--- src/rtl/xor_stream_accum.sv ---
// Streaming XOR accumulator: folds a frame of words into one XOR word, parity bit and saturating beat count.
// Optional XOR_STREAM_BACK2BACK_EN lets a new frame open in the same cycle the previous result is taken.
module xor_stream_accum #(
  parameter int unsigned WIDTH = 8,
  parameter int unsigned CNT_W = 8
) (
  input  logic             clk,
  input  logic             rst_n,
  input  logic             in_valid,
  output logic             in_ready,
  input  logic [WIDTH-1:0] in_data,
  input  logic             in_last,
  output logic             out_valid,
  input  logic             out_ready,
  output logic [WIDTH-1:0] out_word,
  output logic             out_parity,
  output logic [CNT_W-1:0] out_count
);

  typedef enum logic [1:0] {
    IDLE = 2'd0,
    ACC  = 2'd1,
    DONE = 2'd2
  } state_t;

  state_t           state_q, state_d;
  logic [WIDTH-1:0] acc_q, acc_d;
  logic [CNT_W-1:0] cnt_q, cnt_d;
  logic [WIDTH-1:0] word_q, word_d;
  logic             parity_q, parity_d;
  logic [CNT_W-1:0] count_q, count_d;
  logic             valid_q, valid_d;

  logic             beat_acc;
  logic             xfer;
  logic             open_frame;
  logic [WIDTH-1:0] acc_x;
  logic [CNT_W-1:0] cnt_inc;

`ifdef XOR_STREAM_BACK2BACK_EN
  assign in_ready = (state_q != DONE) | out_ready;
`else
  assign in_ready = (state_q != DONE);
`endif

  assign beat_acc = in_valid & in_ready;
  assign xfer     = valid_q & out_ready;
  assign acc_x    = acc_q ^ in_data;
  assign cnt_inc  = (cnt_q == '1) ? cnt_q : cnt_q + 1'b1;

  // A beat in DONE can only be accepted alongside a transfer, so it opens a frame exactly like IDLE.
  assign open_frame = beat_acc & ((state_q == IDLE) | ((state_q == DONE) & xfer));

  always_comb begin
    state_d  = state_q;
    acc_d    = acc_q;
    cnt_d    = cnt_q;
    word_d   = word_q;
    parity_d = parity_q;
    count_d  = count_q;
    valid_d  = valid_q;

    case (state_q)
      ACC: begin
        if (beat_acc) begin
          acc_d = acc_x;
          cnt_d = cnt_inc;
          if (in_last) begin
            word_d   = acc_x;
            parity_d = ^acc_x;
            count_d  = cnt_inc;
            valid_d  = 1'b1;
            state_d  = DONE;
          end
        end
      end
      DONE: begin
        if (xfer) begin
          valid_d = 1'b0;
          acc_d   = '0;
          cnt_d   = '0;
          state_d = IDLE;
        end
      end
      default: ;
    endcase

    if (open_frame) begin
      if (in_last) begin
        word_d   = in_data;
        parity_d = ^in_data;
        count_d  = CNT_W'(1);
        valid_d  = 1'b1;
        state_d  = DONE;
      end else begin
        acc_d   = in_data;
        cnt_d   = CNT_W'(1);
        state_d = ACC;
      end
    end
  end

  always_ff @(posedge clk or negedge rst_n) begin
    if (!rst_n) begin
      state_q  <= IDLE;
      acc_q    <= '0;
      cnt_q    <= '0;
      word_q   <= '0;
      parity_q <= 1'b0;
      count_q  <= '0;
      valid_q  <= 1'b0;
    end else begin
      state_q  <= state_d;
      acc_q    <= acc_d;
      cnt_q    <= cnt_d;
      word_q   <= word_d;
      parity_q <= parity_d;
      count_q  <= count_d;
      valid_q  <= valid_d;
    end
  end

  assign out_valid  = valid_q;
  assign out_word   = word_q;
  assign out_parity = parity_q;
  assign out_count  = count_q;

endmodule
--- config.mk ---
export PLATFORM = sky130hd
export DESIGN_NAME = xor_stream_accum
export DESIGN_NICKNAME = d
export VERILOG_FILES = /design/src/rtl/xor_stream_accum.sv
export SDC_FILE = /design/constraint.sdc
export NUM_CORES = 1
export LEC_CHECK = 0
export ABC_AREA = 0
export BUFFER_PORTS_ARGS = -buffer_cell sky130_fd_sc_hd__buf_2
export CORE_UTILIZATION = 40
export DETAILED_ROUTE_END_ITERATION = 10
export PLACE_DENSITY = 0.6
export RECOVER_POWER = 100
export SLEW_MARGIN = 0
export SYNTH_ARGS = -nofsm -noshare
export SYNTH_HDL_FRONTEND = slang
export SYNTH_SLANG_ARGS = --single-unit
--- constraint.sdc ---
create_clock -name clk -period 1.8 [get_ports clk]
set_input_delay 0.27 -clock clk [delete_from_list [all_inputs] [get_ports clk]]
set_output_delay 0.27 -clock clk [all_outputs]
set_load 0.02 [all_outputs]
* Yosys cells after proc, flatten, opt, wreduce, memory -nomap -nowiden *
Cells that the tools add are included.

operators by class
  $lt $le $gt $ge = 0
  bitwise operators = 6
  add/subtract/negate cells = 1
  multiplexer cells = 38
  equality and inequality tests = 7
  $mul = 0
  shift-type cells = 0
  reductions and logical operators = 5
  div/mod/pow operators = 0

operators with widths
  operator                                                         count
  8-bit 2-to-1 mux                                                 19
  8-bit case mux with 2 select lines                               2
  8-bit XOR reduction                                              2
  1-bit 2-to-1 mux                                                 10
  2-bit 2-to-1 mux                                                 5
  3-bit != test, second input constant                             3
  8-bit by 1-bit adder with 8-bit output, second input constant    1
  8-bit == test, second input constant                             1
  8-bit bitwise XOR                                                1
  1-bit bitwise AND                                                4
  2-bit case mux with 2 select lines                               1
  4-bit AND reduction                                              1
  3-bit nonzero test                                               1
  2-bit by 1-bit == test with 1-bit output, second input constant  1
  2-bit == test, second input constant                             1
  2-bit zero test                                                  1
  2-bit != test, second input constant                             1
  1-bit case mux with 2 select lines                               1
  1-bit bitwise OR                                                 1

word-level totals
  memories = 0
  memory bits (read-only) = 0
  bits in latches = 0
  register bits = 36
  RAM bits = 0
  input bits = 13
  output and inout bits = 19
  logic and storage cells = 64

* Longest topological paths before layout *
  depth in word-level cells = 7
  depth in mapped cells = 9
  mapped depth without buffers = 7

* Worst setup path after synthesis *
No wires, ideal clock.

  path kind = register to register
  start point = register state_q[0]
  end point = register parity_q, in the netlist out_parity
  clock period less this slack = 1.835 ns
  path buffers = 2
  stages on the path, launching flop included = 9
  slack = -0.035 ns
  required time = 1.720 ns
  data arrival time = 1.754 ns
  library setup time = 0.080 ns
  cell sequence = dfrtp_1 inv_1 ha_1 nor2b_1 buf_6 and3_4 buf_6 or4b_4 o211ai_2

between the ends
  longest elaborated chain between the ends = 6
  elaborated cells on any way between the ends = 12
  classes of those cells = 3 x eq/ne; 4 x mux; 4 x bitwise; 1 x reduce/logical

ends and longest elaborated chain
  element                   line  source
  start: declaration        26    state_t state_q, state_d;
  start signal: assignment  113   state_q <= state_d;
  2-bit != test             43    assign in_ready = (state_q != DONE);
  1-bit bitwise AND         46    assign beat_acc = in_valid & in_ready;
  1-bit 2-to-1 mux          65    if (beat_acc) begin
  1-bit 2-to-1 mux          63    case (state_q)
  1-bit 2-to-1 mux          89    if (in_last) begin
  1-bit 2-to-1 mux (*)      88    if (open_frame) begin
  named net parity_d        30    logic parity_q, parity_d;
  end signal: assignment    117   parity_q <= parity_d;
  end: declaration          30

Mark *: on every way through the listed nets, which the timed path passes. The rest lies on a longest branch.
A chain may end at the register's enable or synchronous reset.

* Final worst setup path *
Ends and elaborated chain as after synthesis.

==> impl_metrics.xml <==
<?xml version="1.0" encoding="UTF-8"?>
<metrics>
  <group name="status">
    <metric name="outcome" unit="">finished clean</metric>
  </group>
  <group name="drt">
    <metric name="antenna_violating_nets_post_route" unit="">0</metric>
    <metric name="detail_route.drc_violations" unit="">0</metric>
    <metric name="vias" unit="">2069</metric>
    <metric name="wire_per_inst" unit="µm">14.4</metric>
    <metric name="iteration_count_of_the_initial_detailed_routing_pass" unit="">4</metric>
    <metric name="wl" unit="µm">5560</metric>
    <metric name="detail_route.vias_per_cell" unit="">5.37</metric>
    <metric name="first_iter_violations" unit="">133</metric>
  </group>
  <group name="flow_run">
    <metric name="max_cap_viol_count" unit="">0</metric>
  </group>
  <group name="timing">
    <metric name="grt_setup_unrepaired" unit="">yes</metric>
    <metric name="hold_viol" unit="">0</metric>
    <metric name="worst_pin_slew" unit="ps">929</metric>
    <metric name="totalNegativeSetupSlack" unit="ps">0</metric>
    <metric name="post-route-period-util" unit="">0.976</metric>
    <metric name="timing.final.ws_setup" unit="ps">43.0</metric>
    <metric name="final_period_demand_of_the_worst_path" unit="ps">1760</metric>
    <metric name="whs" unit="ps">257</metric>
    <metric name="relSlewSlack" unit="">0.381</metric>
    <metric name="fin_skew" unit="ps">4.52</metric>
    <metric name="timing.final.setup_violations" unit="">0</metric>
    <metric name="timing.final.max_slew_violations" unit="">0</metric>
    <metric name="clock.fmax" unit="MHz">569</metric>
  </group>
  <group name="worst_setup_path">
    <metric name="path_class" unit="">flop to flop</metric>
    <metric name="cp_cell_sequence" unit="">inv_2 -&gt; ha_2 -&gt; nor2b_2 -&gt; buf_4 -&gt; and3_4 -&gt; or4b_4 -&gt; o211ai_2</metric>
    <metric name="cpLargestDelayFamily" unit="">simple AND/OR/NAND/NOR gates</metric>
    <metric name="critical_path.endpoint_type" unit="">flop</metric>
    <metric name="timing.critical_path.buf_inv" unit="">2</metric>
    <metric name="cp.arrival" unit="ps">1970</metric>
    <metric name="critPathSlowestCell" unit="">sky130_fd_sc_hd__or4b_4</metric>
    <metric name="cp_data_required_time" unit="ps">2010</metric>
    <metric name="startpoint_type" unit="">flop</metric>
    <metric name="timing.critical_path.slowest_cell_delay" unit="ps">530</metric>
    <metric name="startpoint" unit="">state_q[0]$_DFFE_PN0P_</metric>
    <metric name="critical_path_peak_fanout" unit="">9</metric>
    <metric name="timing.rr.start" unit="">state_q[0]$_DFFE_PN0P_</metric>
  </group>
  <group name="cts">
    <metric name="cts_made_buffers" unit="">5</metric>
    <metric name="clock_path_buffers" unit="">2</metric>
    <metric name="root_buffer" unit="">sky130_fd_sc_hd__clkbuf_8</metric>
    <metric name="tritoncts" unit="">done</metric>
    <metric name="cts_sinks" unit="">36</metric>
    <metric name="clkLatencyLatePin" unit="ps">290</metric>
    <metric name="postCtsSetupRepairBufs" unit="">0</metric>
    <metric name="post_cts_clock_slew_at_the_launch_and_capture_registers_of_the_worst_setup_and_hold_paths" unit="ps">80</metric>
    <metric name="number_of_h_tree_levels" unit="">2</metric>
  </group>
  <group name="pwr">
    <metric name="leakagePower" unit="nW">1.17</metric>
    <metric name="vdd_drop_max" unit="µV">1090</metric>
    <metric name="cellPowerDensity" unit="nW/µm²">1550</metric>
  </group>
  <group name="place">
    <metric name="dpl.cell_count" unit="">376</metric>
    <metric name="routabilityCongestion" unit="">0.808</metric>
    <metric name="place_hpwl" unit="µm">4010</metric>
    <metric name="place_worst_setup_slack" unit="ps">71.3</metric>
    <metric name="portBuffers" unit="">31</metric>
  </group>
  <group name="floorplan">
    <metric name="initial_utilization" unit="">0.417</metric>
    <metric name="design.core.area" unit="µm²">5510</metric>
    <metric name="dieWidth" unit="µm">77.8</metric>
    <metric name="row_count" unit="">27</metric>
    <metric name="ios" unit="">32</metric>
    <metric name="dieArea" unit="µm²">6050</metric>
    <metric name="chipHeight" unit="µm">77.8</metric>
  </group>
  <group name="global_routing">
    <metric name="groute.usage.overall" unit="">0.202</metric>
    <metric name="pin_count_of_the_biggest_net_entering_global_routing" unit="">37</metric>
    <metric name="grt_antenna_before_repair" unit="">0</metric>
    <metric name="first_global_vias" unit="">1892</metric>
    <metric name="grt_pass1_wl" unit="µm">9600</metric>
    <metric name="globalRouteOverflowTotal" unit="">0</metric>
  </group>
  <group name="synth">
    <metric name="async_reset_ff_frac" unit="">1.00</metric>
    <metric name="dominant_synthesized_flop_cell" unit="">sky130_fd_sc_hd__dfrtp_1</metric>
    <metric name="post_synth_num_cell_types" unit="">42</metric>
    <metric name="yosysWarnings" unit="">0</metric>
    <metric name="synthesis.area" unit="µm²">2300</metric>
    <metric name="synth-seq-area-share" unit="">0.392</metric>
    <metric name="synth-seq-cells" unit="">36</metric>
    <metric name="synth_fp_nets" unit="">276</metric>
    <metric name="syn_avg_cell_area" unit="µm²">8.86</metric>
    <metric name="synth_cells" unit="">259</metric>
    <metric name="synth_edf_count" unit="">0</metric>
  </group>
  <group name="cells_and_area">
    <metric name="multiInputGateArea" unit="µm²">1290</metric>
    <metric name="stdcell_count" unit="">385</metric>
    <metric name="finish.utilization" unit="">0.506</metric>
    <metric name="area.sequential" unit="µm²">901</metric>
    <metric name="syn_to_final_growth" unit="%">21.5</metric>
    <metric name="number_of_filler_instances_in_the_final_layout" unit="">530</metric>
    <metric name="nets" unit="">329</metric>
    <metric name="layout-drive-gt1-share" unit="">0.217</metric>
    <metric name="insertedDiodeCount" unit="">0</metric>
  </group>
  <group name="hold_path">
    <metric name="start_point_of_the_worst_hold_path" unit="">in_data[7]</metric>
    <metric name="min-delay-path-class" unit="">primary input to flop</metric>
  </group>
</metrics>
## worst min-delay path, cell delays in order
cell                      delay [ps]
sky130_fd_sc_hd__buf_2           120
sky130_fd_sc_hd__nand2_1          50
sky130_fd_sc_hd__o21ai_0          60
## through the flow
stage / instance area (µm²) / total power, mW
after global placement: 2690 / 3.59
after CTS: 2810 / 4.35
after detailed placement: 2690 / 3.61
after floorplan: 2300 / 2.87
after global routing: 2790 / 4.66
final: 2790 / 4.31
## worst paths after layout
check,slack (ps),cells past startpoint,endpoint
max in group asynchronous,480,3,acc_q[0]$_DFF_PN0_
min reg2reg,520,2,flop
max,40,7,out_parity$_DFF_PN0_
max reg2reg,40,7,out_parity$_DFF_PN0_
min,260,3,out_word[7]$_DFF_PN0_
min in group asynchronous,740,3,async pin
## report_power, final
group	leakage, nW	total (mW)	switching (mW)	internal [mW]
clock	0.0541	0.719	0.309	0.410
combinational	0.645	2.39	1.31	1.07
sequential	0.471	1.21	0.160	1.05
## cells in the final DEF (no fill, tap or decap), types with 6 or more instances in the layout
| cell type | count |
|---|---|
| sky130_fd_sc_hd__a221oi_1 | 8 |
| sky130_fd_sc_hd__buf_2 | 13 |
| sky130_fd_sc_hd__a22o_1 | 6 |
| sky130_fd_sc_hd__dfrtp_1 | 36 |
| sky130_fd_sc_hd__o21ai_0 | 24 |
| sky130_fd_sc_hd__nand3_1 | 13 |
| sky130_fd_sc_hd__clkbuf_1 | 18 |
| sky130_fd_sc_hd__nor3b_1 | 6 |
| sky130_fd_sc_hd__a21oi_1 | 21 |
| sky130_fd_sc_hd__nor2_1 | 27 |
| sky130_fd_sc_hd__buf_4 | 27 |
| sky130_fd_sc_hd__mux2i_1 | 7 |
| sky130_fd_sc_hd__nand2_1 | 20 |
| sky130_fd_sc_hd__xnor2_1 | 13 |
| sky130_fd_sc_hd__nand3b_1 | 6 |
| sky130_fd_sc_hd__o211ai_1 | 6 |
## kinds of logic after synthesis
| kind of cell | synth area share |
|---|---|
| mux | 0.0354 |
| xor+xnor | 0.0676 |
| compound gates | 0.225 |
| flops | 0.392 |
| buf+inv | 0.0507 |
| simple gates | 0.208 |
| fa+ha+maj | 0.0218 |
## what timing repair did
action / CTS / global route
setup endpoints to repair: 0 / 23
hold buffers: 1 / 0
gates resized for setup: 0 / 6
hold endpoints to repair: 36 / 0
## final cells by class
type / instances / area share
Timing Repair Buffer: 61 / 0.133
Clock inverter: 3 / 0.0153
Tap cell: 72 / 0.0323
Sequential cell: 36 / 0.323
Inverter: 6 / 0.00808
Multi-Input combinational cell: 202 / 0.464
Clock buffer: 5 / 0.0247
## metal layers
layer	up-vias	wire (µm)	global-route usage
met5	-	0	0
met4	0	24	0.0509
met3	2	281	0.0365
met2	53	2440	0.302
met1	971	2810	0.299
li1	1043	-	-
## Yosys cell counts, drive strengths merged (2+ instances only)
library cell  number  area share
nand3             13       0.028
xnor2             15       0.064
clkbuf             4      0.0065
or2                2      0.0054
o211ai             7       0.025
a221oi             8       0.031
nor2b              2      0.0054
and3               5       0.016
a31oi              2      0.0054
o21a               5       0.016
o21ai             24       0.052
nand2             21       0.034
dfrtp             36        0.39
nand4              3      0.0082
nor3               3      0.0065
mux2i              7       0.031
nor2              27       0.044
buf               11       0.034
a22o               7       0.027
inv                6      0.0098
nand2b             3      0.0082
a21oi             21       0.046
nand3b             6       0.020
nor3b              6       0.020
ha                 4       0.022
No activity file was read; power rests on OpenSTA's default activity.
